### config.mk
export PLATFORM = sky130hd
export DESIGN_NAME = n0prime_top_level
export DESIGN_NICKNAME = d
export VERILOG_FILES = /design/src/rtl/n0prime_top_level.sv
export SDC_FILE = /design/constraint.sdc
export NUM_CORES = 2
export LEC_CHECK = 0
export BUFFER_PORTS_ARGS = -buffer_cell sky130_fd_sc_hd__buf_4
export CORE_MARGIN = 3
export CORE_UTILIZATION = 40
export CTS_CLUSTER_DIAMETER = 80
export DETAILED_ROUTE_END_ITERATION = 10
export GPL_TIMING_DRIVEN = 0
export PLACE_DENSITY = 0.57
export SYNTH_ARGS = -nofsm -noshare
export SYNTH_HDL_FRONTEND = slang
export SYNTH_SLANG_ARGS = --single-unit
### constraint.sdc
create_clock -name clk -period 9.98 [get_ports clk]
set_clock_uncertainty 0.05 [all_clocks]
set_input_delay 0.998 -clock clk [delete_from_list [all_inputs] [get_ports clk]]
set_output_delay 0.998 -clock clk [all_outputs]
set_load 0.03 [all_outputs]
### src/rtl/n0prime_top_level.sv
// RSA-CRT / Montgomery constant engine: from primes p, q computes qinv = q^-1 mod p
// and t = -(p*q)^-1 mod 2^W with an iterative multi-cycle FSM and start/done handshake.
`timescale 1ns/1ps

module n0prime_top_level #(
   parameter int W = 32
) (
   input  logic         clk,
   input  logic         rst,
   input  logic         start,
   input  logic [W-1:0] p,
   input  logic [W-1:0] q,
   output logic [W-1:0] qinv,
   output logic [W-1:0] t,
   output logic         busy,
   output logic         done,
   output logic         err
);

   localparam int CW = $clog2(2*W + 3);
   localparam int IW = $clog2(W);
   localparam logic [CW-1:0] RED_LAST = CW'(W - 1);
   localparam logic [CW-1:0] N0P_LAST = CW'(W - 1);
   localparam logic [CW-1:0] INV_MAX  = CW'(2*W + 2);

   typedef enum logic [2:0] {S_IDLE, S_MUL, S_RED, S_INV, S_N0P, S_FIN} state_t;

   state_t          state_q, state_d;
   logic [W-1:0]    p_q, p_d, q_q, q_d, n_q, n_d, rem_q, rem_d;
   logic [W-1:0]    u_q, u_d, v_q, v_d, x1_q, x1_d, x2_q, x2_d;
   logic [W-1:0]    inv_res_q, inv_res_d, y_q, y_d;
   logic [W-1:0]    qinv_q, qinv_d, t_q, t_d;
   logic [CW-1:0]   cnt_q, cnt_d;
   logic            inv_fail_q, inv_fail_d, err_q, err_d;

   logic [W:0]      rem_sh;
   logic [W-1:0]    rem_nx, ny, bit_i, y_nx;

   // (a - b) mod m for a, b already in [0, m-1]; wraparound of a-b+m lands back in range.
   function automatic logic [W-1:0] sub_mod(input logic [W-1:0] a, b, m);
      return (a >= b) ? a - b : a - b + m;
   endfunction

   function automatic logic [W-1:0] half_mod(input logic [W-1:0] a, m);
      logic [W:0] s;
      s = a[0] ? {1'b0, a} + {1'b0, m} : {1'b0, a};
      return W'(s >> 1);
   endfunction

   always_comb begin
      // NOTE: every next-state signal takes its current value first, so no path infers a latch.
      state_d    = state_q;
      p_d        = p_q;
      q_d        = q_q;
      n_d        = n_q;
      rem_d      = rem_q;
      u_d        = u_q;
      v_d        = v_q;
      x1_d       = x1_q;
      x2_d       = x2_q;
      inv_res_d  = inv_res_q;
      inv_fail_d = inv_fail_q;
      y_d        = y_q;
      cnt_d      = cnt_q;
      qinv_d     = qinv_q;
      t_d        = t_q;
      err_d      = err_q;

      rem_sh = {rem_q, q_q[W-1]};
      rem_nx = (rem_sh >= {1'b0, p_q}) ? W'(rem_sh - {1'b0, p_q}) : rem_sh[W-1:0];
      ny     = n_q * y_q;
      bit_i  = '0;
      bit_i[cnt_q[IW-1:0]] = 1'b1;
      y_nx   = ny[cnt_q[IW-1:0]] ? (y_q | bit_i) : y_q;

      case (state_q)
         S_IDLE: begin
            if (start) begin
               p_d        = p;
               q_d        = q;
               inv_fail_d = 1'b0;
               inv_res_d  = '0;
               state_d    = S_MUL;
            end
         end
         S_MUL: begin
            n_d   = p_q * q_q;
            rem_d = '0;
            cnt_d = '0;
            // Inversion mod p needs an odd p >= 3; otherwise only t is computed.
            if (p_q < W'(2) || !p_q[0]) begin
               inv_fail_d = 1'b1;
               y_d        = W'(1);
               cnt_d      = CW'(1);
               state_d    = S_N0P;
            end else begin
               state_d = S_RED;
            end
         end
         S_RED: begin
            rem_d = rem_nx;
            q_d   = q_q << 1;
            if (cnt_q == RED_LAST) begin
               u_d     = p_q;
               v_d     = rem_nx;
               x1_d    = '0;
               x2_d    = W'(1);
               cnt_d   = '0;
               state_d = S_INV;
            end else begin
               cnt_d = cnt_q + CW'(1);
            end
         end
         S_INV: begin
            // Invariants: x1*r == u and x2*r == v (mod p); odd-odd steps subtract and halve at once.
            cnt_d = cnt_q + CW'(1);
            if (u_q == W'(1) || v_q == W'(1) || u_q == '0 || v_q == '0 || cnt_q == INV_MAX) begin
               inv_res_d  = (u_q == W'(1)) ? x1_q : x2_q;
               inv_fail_d = (u_q != W'(1)) && (v_q != W'(1));
               y_d        = W'(1);
               cnt_d      = CW'(1);
               state_d    = S_N0P;
            end else if (!u_q[0]) begin
               u_d  = u_q >> 1;
               x1_d = half_mod(x1_q, p_q);
            end else if (!v_q[0]) begin
               v_d  = v_q >> 1;
               x2_d = half_mod(x2_q, p_q);
            end else if (u_q >= v_q) begin
               u_d  = (u_q - v_q) >> 1;
               x1_d = half_mod(sub_mod(x1_q, x2_q, p_q), p_q);
            end else begin
               v_d  = (v_q - u_q) >> 1;
               x2_d = half_mod(sub_mod(x2_q, x1_q, p_q), p_q);
            end
         end
         S_N0P: begin
            if (!n_q[0] || cnt_q == N0P_LAST) begin
               qinv_d  = inv_fail_q ? '0 : inv_res_q;
               t_d     = n_q[0] ? (~y_nx + W'(1)) : '0;
               err_d   = inv_fail_q | ~n_q[0];
               state_d = S_FIN;
            end else begin
               y_d   = y_nx;
               cnt_d = cnt_q + CW'(1);
            end
         end
         S_FIN: begin
            state_d = S_IDLE;
         end
         default: begin
            state_d = S_IDLE;
         end
      endcase
   end

   always_ff @(posedge clk) begin
      // NOTE: state registers use non-blocking assignment so every flop samples pre-edge values.
      if (rst) begin
         state_q    <= S_IDLE;
         p_q        <= '0;
         q_q        <= '0;
         n_q        <= '0;
         rem_q      <= '0;
         u_q        <= '0;
         v_q        <= '0;
         x1_q       <= '0;
         x2_q       <= '0;
         inv_res_q  <= '0;
         inv_fail_q <= 1'b0;
         y_q        <= '0;
         cnt_q      <= '0;
         qinv_q     <= '0;
         t_q        <= '0;
         err_q      <= 1'b0;
      end else begin
         state_q    <= state_d;
         p_q        <= p_d;
         q_q        <= q_d;
         n_q        <= n_d;
         rem_q      <= rem_d;
         u_q        <= u_d;
         v_q        <= v_d;
         x1_q       <= x1_d;
         x2_q       <= x2_d;
         inv_res_q  <= inv_res_d;
         inv_fail_q <= inv_fail_d;
         y_q        <= y_d;
         cnt_q      <= cnt_d;
         qinv_q     <= qinv_d;
         t_q        <= t_d;
         err_q      <= err_d;
      end
   end

   // FIN counts as not-busy for the handshake, yet start there is still ignored by the FSM.
   assign busy = (state_q != S_IDLE) && (state_q != S_FIN);
   assign done = (state_q == S_FIN);
   assign qinv = qinv_q;
   assign t    = t_q;
   assign err  = err_q;

endmodule

==> reports/results.ini <==
[layout]
drive_above_1_share=0.0514
nFillCells=17200
design_area_sq_um=74000
nets=10300
areaGrowthSynthToFinish_pct=8.92
finalNonFillerCells=11100

[sta]
finalWorstPathRequiredPeriod_ns=9.79
tightest_slew_ns=1.49
rsz0062_at_grt=no
relSlewSlack=0.00900
final-setup-viol-count=0
period_share=0.981
slew_violations=0
finalHoldViolCount=0
fmax_ghz=0.102

[synth]
postSynthAreaPerCell_sq_um=7.82
ys_ff_latch=396
synthDistinctLibCells=91
synth-main-ff-cell=dfxtp_1
synthMostInstantiatedCell=nand2_1
yosysWarnings=0
ys_top_cells_by_area=fa_1 (24%), dfxtp_1 (12%), ha_1 (11%), nand2_1 (7.4%), inv_1 (5.8%)
synthTopCellsByCount=nand2_1 (1343), inv_1 (1041), fa_1 (827), a21oi_1 (620), ha_1 (597)
ys_async_sr_fraction=0
synth_edf_count=0
syn-num-nets=10200
yosysTopAreaCell=fa_1
synth_sequential_area_ratio=0.117
synth_area_sq_um=67900
syn_inst=8679
yosys.area.top_type_share=0.244

[worst_setup_path]
reg2reg_slack_ns=0.19
crit_buf_inv=9
crit_arrival_ns=10.31
slowest_delay_ns=0.93
worstReg2RegStart=p_q[18]
worst-path-max-fanout=10
reg2reg_depth=29
end_kind=register
cpMostUsedCell=fa_1
start_kind=register
rr_endpoint=n_q[31]
required_ns=10.50
crit_type=register to register
critical-path-top-delay-family=adder cells
crit_slowest_cell=dfxtp_1

[drt]
drt_wl_total_microns=296000
vias=65100
drtPass1Iterations=7
drc=0
wire_per_inst_microns=26.6
drt_iter0_markers=6008
postRouteAntennaNets=0
viasPerCell=5.86

[cts]
cts_buffer_depth=3
clk_latency_ns=0.67
clkTransAtPathRegs_ns=0.06
cts.htree.levels=2
cts_sinks=396
clock-root-buffer=clkbuf_16
cts_buffers=52
cts_tree=yes

[hold_path]
min_to=qinv[25]
min_from=qinv[25]
min_path_type=register to register
hold_path_depth=2

[place]
globalplace.congestion=1.03
dp_cells=11000
port_buffers=132
hpwlAfterDp_microns=239000
post_dp_cell_area_sq_um=71700

[die]
dieArea_sq_um=175000
io_pins=134
die-height_microns=418
initial_utilization=0.404
fp.dieW_microns=418
coreArea_sq_um=168000
std_cell_rows=150

[power_and_ir_drop]
powerDensity_nw_per_um2=141
ir_drop_mv=0.134
leakage_nw=30.9

[global_routing]
track_usage=0.332
grt_pass1_wl_microns=430000
antenna_found_initial=11
overflow=0
grt_pass1_vias=64400
grt_max_degree=20

[outcome]
outcome=finished clean

[job]
cap_violations=0

## kinds of logic (layout without fill, tap and decap cells)
| logic type | Yosys count | in the layout | synth area share |
|---|---|---|---|
| simple gates | 2907 | 2907 | 0.196 |
| compound gates | 1841 | 1841 | 0.174 |
| buf+inv | 1563 | 1781 | 0.0869 |
| fa+ha+maj | 1424 | 1424 | 0.354 |
| xor+xnor | 470 | 470 | 0.0606 |
| flops | 396 | 396 | 0.117 |
| mux | 78 | 78 | 0.0119 |
| other cells | 0 | 9 | 0 |
## worst min-delay path, stage by stage (launching register included)
cell and delay, ns:
dfxtp_1 0.31, nand2_1 0.05, a21oi_1 0.05
## power breakdown
part | internal, W | leakage (nW) | switching, W
Sequential | 0.00168 | 3.22 | 0.000354
Combinational | 0.00206 | 26.8 | 0.00430
Clock | 0.00123 | 0.899 | 0.000832
Total | 0.00497 | 30.9 | 0.00549
## flip-flops by register name, indices dropped and copies added (netlist names)
name,flops
state_q,3
inv_res_q,32
y_q,32
u_q,32
n_q,32
err,1
x2_q,32
rem_q,32
v_q,32
cnt_q,7
t,32
x1_q,32
qinv,32
inv_fail_q,1
q_q,32
p_q,32
## cells in the final DEF (no fill, tap or decap), drive strengths merged, types with 183 or more instances in the layout
| cell type | count |
|---|---|
| nor2 | 535 |
| and2 | 367 |
| a21oi | 621 |
| buf | 206 |
| dfxtp | 396 |
| fa | 827 |
| ha | 597 |
| nand2 | 1343 |
| nor3 | 183 |
| inv | 1046 |
| clkbuf | 502 |
| o21ai | 362 |
| xnor2 | 315 |
## area by class of cell
| cell class | instances | area (sq um) | share of cell area |
|---|---|---|---|
| Buffer | 499 | 2170 | 0.0294 |
| Antenna cell | 9 | 22.5 | 0.000305 |
| Multi-Input combinational cell | 6720 | 54200 | 0.733 |
| Timing Repair Buffer | 140 | 1050 | 0.0142 |
| Clock inverter | 25 | 377 | 0.00509 |
| Clock buffer | 70 | 1450 | 0.0196 |
| Inverter | 1047 | 3930 | 0.0531 |
| Tap cell | 2204 | 2760 | 0.0373 |
| Sequential cell | 396 | 8010 | 0.108 |
## metal layers
metal / track usage / up-vias / wire [microns]
met3: 0.0650 / 778 / 26400
met5: 0 / - / 86
met1: 0.423 / 32000 / 118000
met4: 0.226 / 6 / 24500
li1: - / 29100 / -
met2: 0.509 / 3192 / 128000
## through the flow
step / TNS (ns) / util / worst slack (ns) / hold slack (ns) / total power [W]
after floorplan: 0 / - / 1.03 / 0.382 / 0.00583
after global placement: -30.63 / 0.427 / -1.70 / 0.393 / 0.00813
after detailed placement: -31.20 / 0.427 / -1.67 / 0.399 / 0.00816
after CTS: 0 / 0.439 / 0.000147 / 0.406 / 0.0103
after global routing: 0 / 0.440 / 0.00665 / 0.422 / 0.0110
final: 0 / 0.440 / 0.186 / 0.405 / 0.0105
## worst max path at each step
| stage | startpoint | end | slack, ns | cells past startpoint |
|---|---|---|---|---|
| floorplan | y_q[5] | t[16] | 1.03 | 33 |
| detailed placement | y_q[5] | t[28] | -1.67 | 35 |
| global placement | y_q[5] | t[28] | -1.70 | 35 |
| global route | p_q[1] | n_q[31] | 0.007 | 28 |
| finish | p_q[18] | n_q[31] | 0.19 | 29 |
| CTS | p_q[16] | n_q[30] | 0.0001 | 27 |
## what timing repair did
item | 4_1_cts | 5_1_grt
buffers inserted | 3 | 4
pin swaps | 5 | 5
resized for setup | 110 | 185
endpoints found under the setup margin | 42 | 18
hold buffers | 0 | 0
Power figures use the tool's default switching activity.
